**src/rtl/arm_pose_sequencer.sv**
```systemverilog
// Arm pose sequencer: walks the claw and the two joint servos through pick,
// drop and stow moves. Joint set-points are slew-limited once per servo frame
// tick; a phase ends after a run of settled ticks or times out into ERR.
module arm_pose_sequencer #(
  parameter int unsigned CLAW_CLOSE    = 199218,
  parameter int unsigned CLAW_OPEN     = 1,
  parameter int unsigned UPPER_PICKUP  = 31248,
  parameter int unsigned UPPER_DROPOFF = 191394,
  parameter int unsigned LOWER_PICKUP  = 183582,
  parameter int unsigned LOWER_DROPOFF = 113274,
  parameter int unsigned STEP          = 4096,
  parameter int unsigned SETTLE_TICKS  = 5,
  parameter int unsigned TIMEOUT_TICKS = 250
) (
  input  logic        CLK,
  input  logic        RST_N,
  input  logic        TICK,
  input  logic        REQ_VALID,
  input  logic [1:0]  REQ_POSE,
  output logic        REQ_READY,
  input  logic        ABORT,
  input  logic        CLAW_FLAG,
  input  logic        JOINTHIGH_FLAG,
  input  logic        JOINTLOW_FLAG,
  output logic [19:0] CLAW_DESIRED,
  output logic [19:0] JOINTHIGH_DESIRED,
  output logic [19:0] JOINTLOW_DESIRED,
  output logic        BUSY,
  output logic        DONE,
  output logic        ERROR,
  output logic [2:0]  STATE
);

  localparam int unsigned SettleW  = $clog2(SETTLE_TICKS + 1);
  localparam int unsigned TimeoutW = $clog2(TIMEOUT_TICKS + 1);

  localparam logic [19:0] ClawClose    = 20'(CLAW_CLOSE);
  localparam logic [19:0] ClawOpen     = 20'(CLAW_OPEN);
  localparam logic [19:0] UpperPickup  = 20'(UPPER_PICKUP);
  localparam logic [19:0] UpperDropoff = 20'(UPPER_DROPOFF);
  localparam logic [19:0] LowerPickup  = 20'(LOWER_PICKUP);
  localparam logic [19:0] LowerDropoff = 20'(LOWER_DROPOFF);
  localparam logic [19:0] StepVal      = 20'(STEP);

  localparam logic [SettleW-1:0]  SettleLast  = SettleW'(SETTLE_TICKS - 1);
  localparam logic [TimeoutW-1:0] TimeoutLast = TimeoutW'(TIMEOUT_TICKS - 1);

  typedef enum logic [2:0] {
    StIdle    = 3'd0,
    StOpen    = 3'd1,
    StLower   = 3'd2,
    StGrip    = 3'd3,
    StLift    = 3'd4,
    StRelease = 3'd5,
    StStow    = 3'd6,
    StErr     = 3'd7
  } state_e;

  state_e                state_q;
  logic [19:0]           claw_q;
  logic [19:0]           high_q;
  logic [19:0]           low_q;
  logic                  busy_q;
  logic                  done_q;
  logic                  error_q;
  logic [SettleW-1:0]    settle_q;
  logic [TimeoutW-1:0]   timeout_q;

  logic [19:0] tgt_high;
  logic [19:0] tgt_low;
  logic [19:0] ramp_high;
  logic [19:0] ramp_low;
  logic        settled;
  state_e      next_phase;
  logic [19:0] next_claw;
  state_e      start_phase;
  logic        start_valid;

  // Move cur toward tgt by at most StepVal; the distance is compared before
  // stepping so the result can never overshoot or wrap.
  function automatic logic [19:0] ramp(input logic [19:0] cur, input logic [19:0] tgt);
    logic [19:0] r;
    if (tgt >= cur) begin
      r = ((tgt - cur) <= StepVal) ? tgt : (cur + StepVal);
    end else begin
      r = ((cur - tgt) <= StepVal) ? tgt : (cur - StepVal);
    end
    return r;
  endfunction

  // Joint targets for the current phase; OPEN and RELEASE hold the joints.
  always_comb begin
    tgt_high = high_q;
    tgt_low  = low_q;
    case (state_q)
      StLower, StGrip: begin
        tgt_high = UpperPickup;
        tgt_low  = LowerPickup;
      end
      StLift, StStow: begin
        tgt_high = UpperDropoff;
        tgt_low  = LowerDropoff;
      end
      default: begin
        tgt_high = high_q;
        tgt_low  = low_q;
      end
    endcase
  end

  // Ramped joint values and the settled condition for this tick.
  always_comb begin
    ramp_high = ramp(high_q, tgt_high);
    ramp_low  = ramp(low_q, tgt_low);
    settled   = (high_q == tgt_high) && (low_q == tgt_low) &&
                CLAW_FLAG && JOINTHIGH_FLAG && JOINTLOW_FLAG;
  end

  // Phase successor and the claw target loaded on entering it.
  always_comb begin
    next_phase = StIdle;
    next_claw  = claw_q;
    case (state_q)
      StOpen: begin
        next_phase = StLower;
        next_claw  = ClawOpen;
      end
      StLower: begin
        next_phase = StGrip;
        next_claw  = ClawClose;
      end
      StGrip: begin
        next_phase = StLift;
        next_claw  = ClawClose;
      end
      default: begin
        next_phase = StIdle;
        next_claw  = claw_q;
      end
    endcase
  end

  // First phase of a requested pose; the reserved pose has none.
  always_comb begin
    start_phase = StIdle;
    start_valid = 1'b0;
    unique case (REQ_POSE)
      2'd0: begin
        start_phase = StStow;
        start_valid = 1'b1;
      end
      2'd1: begin
        start_phase = StOpen;
        start_valid = 1'b1;
      end
      2'd2: begin
        start_phase = StRelease;
        start_valid = 1'b1;
      end
      2'd3: begin
        start_phase = StIdle;
        start_valid = 1'b0;
      end
    endcase
  end

  // Sequencer state, counters and registered set-points.
  always_ff @(posedge CLK or negedge RST_N) begin
    if (!RST_N) begin
      state_q   <= StIdle;
      claw_q    <= ClawOpen;
      high_q    <= UpperDropoff;
      low_q     <= LowerDropoff;
      busy_q    <= 1'b0;
      done_q    <= 1'b0;
      error_q   <= 1'b0;
      settle_q  <= '0;
      timeout_q <= '0;
    end else begin
      done_q <= 1'b0;
      if (ABORT) begin
        // Set-points are left untouched so the arm stops where it is.
        state_q   <= StIdle;
        busy_q    <= 1'b0;
        error_q   <= 1'b0;
        settle_q  <= '0;
        timeout_q <= '0;
      end else begin
        case (state_q)
          StIdle: begin
            if (REQ_VALID) begin
              settle_q  <= '0;
              timeout_q <= '0;
              if (start_valid) begin
                state_q <= start_phase;
                busy_q  <= 1'b1;
                claw_q  <= ClawOpen;
              end else begin
                done_q <= 1'b1;
              end
            end
          end
          StErr: begin
            // Frozen until ABORT or reset.
          end
          default: begin
            if (TICK) begin
              if (settled && (settle_q == SettleLast)) begin
                state_q   <= next_phase;
                claw_q    <= next_claw;
                settle_q  <= '0;
                timeout_q <= '0;
                if (next_phase == StIdle) begin
                  busy_q <= 1'b0;
                  done_q <= 1'b1;
                end
              end else if (timeout_q == TimeoutLast) begin
                state_q <= StErr;
                error_q <= 1'b1;
              end else begin
                settle_q  <= settled ? (settle_q + 1'b1) : '0;
                timeout_q <= timeout_q + 1'b1;
                high_q    <= ramp_high;
                low_q     <= ramp_low;
              end
            end
          end
        endcase
      end
    end
  end

  assign REQ_READY         = (state_q == StIdle) & ~ABORT;
  assign CLAW_DESIRED      = claw_q;
  assign JOINTHIGH_DESIRED = high_q;
  assign JOINTLOW_DESIRED  = low_q;
  assign BUSY              = busy_q;
  assign DONE              = done_q;
  assign ERROR             = error_q;
  assign STATE             = state_q;

endmodule

```
**config.mk**
```make
export PLATFORM = sky130hd
export DESIGN_NAME = arm_pose_sequencer
export DESIGN_NICKNAME = d
export VERILOG_FILES = /design/src/rtl/arm_pose_sequencer.sv
export SDC_FILE = /design/constraint.sdc
export NUM_CORES = 1
export LEC_CHECK = 0
export BUFFER_PORTS_ARGS = -buffer_cell sky130_fd_sc_hd__buf_2
export CAP_MARGIN = 0
export CORE_MARGIN = 10
export CORE_UTILIZATION = 35
export DETAILED_ROUTE_END_ITERATION = 6
export PLACE_DENSITY = 0.6
export SYNTH_ARGS = -nofsm -noshare
export SYNTH_HDL_FRONTEND = slang
export SYNTH_SLANG_ARGS = --single-unit
```
**constraint.sdc**
```tcl
create_clock -name CLK -period 5.44 [get_ports CLK]
set_clock_uncertainty 0.1 [all_clocks]
set_input_delay 0.816 -clock CLK [delete_from_list [all_inputs] [get_ports CLK]]
set_output_delay 0.816 -clock CLK [all_outputs]
set_load 0.01 [all_outputs]
```
Yosys cells after proc, flatten, opt, wreduce, memory -nomap -nowiden:

Index checks and enable logic that the tools add are counted.

* bits in registers: 77
* bits of input ports: 10
* word-level logic and storage cells: 135
* output and inout bits: 67

* equality and inequality tests: 21
* reduce and logical (&&, ||, !) cells: 27
* magnitude comparators: 6
* $add $sub $neg: 10
* muxes and demuxes: 56
* bitwise gates (word level): 6

Operators with widths (count)
* 20-bit two-way mux: 10
* 20-bit case mux with 2 select lines: 4
* 20-bit by 13-bit <= comparator with 1-bit output, second input constant: 4
* 20-bit subtractor: 4
* 20-bit by 13-bit adder with 20-bit output, second input constant: 2
* 20-bit == test: 2
* 20-bit >= comparator: 2
* 8-bit two-way mux: 5
* 20-bit by 13-bit subtractor with 20-bit output, second input constant: 2
* 3-bit two-way mux: 12
* 1-bit two-way mux: 17
* 8-bit case mux with 2 select lines: 1
* 3-bit == test, second input constant: 4
* 3-bit case mux with 2 select lines: 2
* 3-bit case mux with 4 select lines: 1
* 3-bit nonzero test: 4
* 5-bit AND reduction: 2
* 3-bit case mux with 3 select lines: 1
* 8-bit by 1-bit adder with 8-bit output, second input constant: 1
* 8-bit == test, second input constant: 1
* 2-bit inequality test, second input constant: 4
* 4-bit AND reduction: 2
* 2-bit nonzero test: 4
* 7-bit AND reduction: 1
* 18 further kinds: 34

Depth between registers and ports, before layout:

* word-level depth: 14
* mapped depth: 20
* depth with buffers taken out: 15

Worst setup path before layout:

No wires, ideal clock.

* path kind: register to register
* from: register state_q[2], in the netlist STATE[2]
* to: register high_q[18], in the netlist JOINTHIGH_DESIRED[18]
* stages on the path, launching flop included: 19
* data required time: 5.209 ns
* buffers on the path: 5
* setup slack: 0.969 ns
* arrival time: 4.240 ns
* setup time: 0.131 ns
* period minus slack after synthesis: 4.471 ns
* cells stage by stage: dfrtp_1 buf_4 and2b_1 buf_2 buf_1 buf_1 a21oi_1 ha_1 nand2b_1 a32oi_1 nor4b_2 a211oi_1 mux2_2 or4_4 o31ai_4 buf_2 nor2_1 a22oi_1 mux2i_1

* cells in the longest elaborated chain, start to end: 11
* elaborated cells between the ends (all ways): 29
* classes of those cells: add/sub (2); order compare (3); eq/ne (7); mux (5); bitwise (2); reduce/logical (10)

Ends and longest elaborated chain
* from (decl): RTL line 59 `state_e state_q;`
* from (signal assigned): RTL line 170 `state_q <= StIdle;`
* from (signal assigned): RTL line 183 `state_q <= StIdle;`
* from (signal assigned): RTL line 195 `state_q <= start_phase;`
* parallel branches: the longest is 11 deep, another holds 20-bit subtractor
* to (signal assigned): RTL line 172 `high_q <= UpperDropoff;`
* to (signal assigned): RTL line 223 `high_q <= ramp_high;`
* to (decl): RTL line 61 `logic [19:0] high_q;`

Several ways; the timed one is not identified.
A chain may end at the register's enable or synchronous reset.

Worst setup path after layout:

* from: register state_q[2], in the netlist STATE[2]
* to: register low_q[2], in the netlist JOINTLOW_DESIRED[2]

* cells in the longest elaborated chain, start to end: 11
* elaborated cells between the ends (all ways): 29
* classes of those cells: add/sub (2); order compare (3); eq/ne (7); mux (5); bitwise (2); reduce/logical (10)

Ends and longest elaborated chain
* parallel branches: the longest is 11 deep, another holds 20-bit subtractor
* to (signal assigned): RTL line 173 `low_q <= LowerDropoff;`
* to (signal assigned): RTL line 224 `low_q <= ramp_low;`
* to (decl): RTL line 62 `logic [19:0] low_q;`

Several ways; the timed one is not identified.

==> out/qor.yml <==
worst_setup_path:
  critical_path_required_ns: 5.60
  crit_fanout: 14
  cp.arrival_ns: 5.04
  r2r_cells: 15
  rr_startpoint: "STATE[2]"
  r2r_end: "JOINTLOW_DESIRED[2]"
  timing_worst_setup_path_type: "register to register"
  setup.worst_path.end_class: "register"
  worstSetupStartpointType: "register"
  r2r_slack_ns: 0.55
global_routing:
  antenna_found_initial: 0
  grt_max_degree: 60
  grt_pass1_vias: 6162
  grtUsageTotal_pct: 16.3
  grt_pass1_wl_mm: 32.7
  gr-total-overflow: 0
clocking:
  cts-resized-gates: 0
  post-cts-setup-buffers: 0
  cts_tree: "yes"
  root_buffer: "clkbuf_16"
  numCtsBuffers: 9
  clk_pin_slew_ns: 0.06
  worstSkewPairLatency_ns: 0.35
  clock-sinks: 59
  cts_buffer_depth: 2
  htree_levels: 3
  holdBufCountCts: 0
placement:
  hpwl_mm: 15.0
  portBuffers: 64
  place_ws_ns: 0.674
  gpl.final_weighted_congestion: 0.948
routing:
  wl_mm: 20.3
  drtIter0Drc: 449
  wl_per_cell_um: 18.7
  ant_nets: 0
  drc: 0
  viasPerCell: 6.10
  drtPass1Iterations: 7
  via_count: 6605
synth:
  synth-edff-count: 0
  synth-main-ff-cell: "dfrtp_1"
  synth.distinct_cells: 92
  postSynthCellCount: 819
  synth_seq_cells: 59
  async_flop_share_pct: 100
  synth.yosys.seq_area_share_pct: 23.8
  synthesis.area_um2: 6310
  avgSynthCellArea_um2: 7.71
  yosysWarnings: 0
cells_and_area:
  final_nets: 895
  synthToLayoutAreaGrowth_pct: 11.6
  antennaDiodeCount: 0
  drive_above_1_share_pct: 18.1
  final_util_pct: 39.5
floorplan:
  num_io_pins: 77
  dieWidth_um: 154
  rows: 49
  start_util_pct: 35.4
  die_y_um: 154
  coreArea_um2: 17800
  fp.dieArea_um2: 23800
timing:
  fin_ws_ns: 0.552
  fin_crit_ns: 4.89
  fin_setup_tns_ns: 0
  hold_viol: 0
  max_clock_freq_mhz: 205
  rsz0062_at_grt: "false"
  max_slew_margin_pct: 41.8
  setup_viol: 0
  worstMarginPinSlew_ns: 0.861
  fin_crit_sh_pct: 89.8
  slew_violations: 0
min_path:
  min_to: "CLAW_DESIRED[0]"
  hold_start: "CLAW_DESIRED[0]"
  hp-class: "register to register"
  min_path_cells: 2
power:
  leakage_nw: 3.04
  peakVddDrop_uv: 397
  power_density_nw_per_um2: 773
status:
  status: "complete, no violations"
run:
  maxCapViolCount: 0
[kinds of logic (layout without fill, tap and decap cells)]
group,count (synthesis),after routing,synth area share [%]
AOI/OAI and AO/OA,299,299,32.7
and+or+nand+nor,287,287,24.2
buffers and inverters,118,141,9.10
DFF,59,59,23.8
adders and majority gates,37,37,7.34
muxes,11,11,1.86
xor gates and xnor gates,7,7,0.971
other,1,12,0.0594
[cells in the mapped netlist, types with 17 or more instances]
library cell / number / share of area (%)
clkbuf_1: 31 / 1.8
dfstp_2: 22 / 9.2
inv_1: 40 / 2.4
dfrtp_1: 37 / 15
nor2_1: 55 / 3.3
a31oi_1: 17 / 1.7
buf_4: 24 / 2.9
nand2b_1: 19 / 1.9
ha_1: 37 / 7.3
nand3_1: 29 / 2.3
a21oi_1: 68 / 5.4
nor3_1: 17 / 1.3
o21ai_0: 57 / 4.5
nand2_1: 60 / 3.6
[layout by cell type (no fill, tap or decap), types with 19 or more instances in the layout]
master	n
dfrtp_1	37
nand3_1	29
buf_4	21
nand2b_1	19
nor2_1	55
nand2_1	60
buf_2	64
inv_1	40
a21oi_1	68
ha_1	37
dfstp_2	22
o21ai_0	57
[cell type report]
type,instances,area [µm²]
clock buffer,11,243
inverter,40,150
clock inverter,5,100
multi-input combinational,653,4280
timing repair buffer,85,478
sequential,59,1500
fill,1836,10800
tap,229,287
[metrics by stage]
stage                     std cells  area (µm²)  hold WS [ns]  total power [W]
after floorplan                 830        6350         0.351          0.00373
after global placement         1066        6700         0.369          0.00469
after detailed placement       1066        6700         0.376          0.00466
after CTS                      1082        7040         0.388          0.00537
after global routing           1082        7040         0.395          0.00587
final                          1082        7040         0.383          0.00544
[how the worst max path moves through the flow]
stage | startpoint | end | slack, ns | depth (start not counted)
floorplan | STATE[2] | JOINTHIGH_DESIRED[18] | 0.97 | 18
global placement | STATE[2] | JOINTLOW_DESIRED[2] | 0.78 | 15
detailed placement | STATE[2] | JOINTLOW_DESIRED[2] | 0.67 | 15
CTS | STATE[2] | JOINTLOW_DESIRED[2] | 0.62 | 15
global route | STATE[2] | JOINTLOW_DESIRED[0] | 0.13 | 15
finish | STATE[2] | JOINTLOW_DESIRED[2] | 0.55 | 15
[flip-flops by register name, summed over array words and instances, names as in the netlist]
| name | cells |
|---|---|
| BUSY | 1 |
| CLAW_DESIRED | 2 |
| DONE | 1 |
| ERROR | 1 |
| JOINTHIGH_DESIRED | 20 |
| JOINTLOW_DESIRED | 20 |
| STATE | 3 |
| settle_q | 3 |
| timeout_q | 8 |
[layer usage]
layer,vias to the layer above,GRT usage (%),part of all wire (%)
met1,3160,22.0,46
met5,-,0,0
met4,0,5.35,2.1
met3,40,3.88,8.2
li1,3112,-,-
met2,293,25.0,44
[worst max-delay path: stages, from the launching register on]
cell and delay, ns:
dfrtp_1 0.53, nand2b_1 0.47, a21oi_1 0.30, inv_1 0.08, ha_1 0.22, o211ai_1 0.34, a311oi_2 0.19, or3_1 0.35
a2111oi_1 0.56, a22oi_1 0.17, nor4bb_1 0.39, and2_1 0.24, mux2i_2 0.09, buf_4 0.21, nor2_2 0.31, mux2i_1 0.23
[where the power goes]
part | internal, W | switching (W)
Clock | 0.000458 | 0.000221
Sequential | 0.000601 | 0.000248
Combinational | 0.00151 | 0.00241
Total | 0.00257 | 0.00288
(Power assumes the default switching activity.)
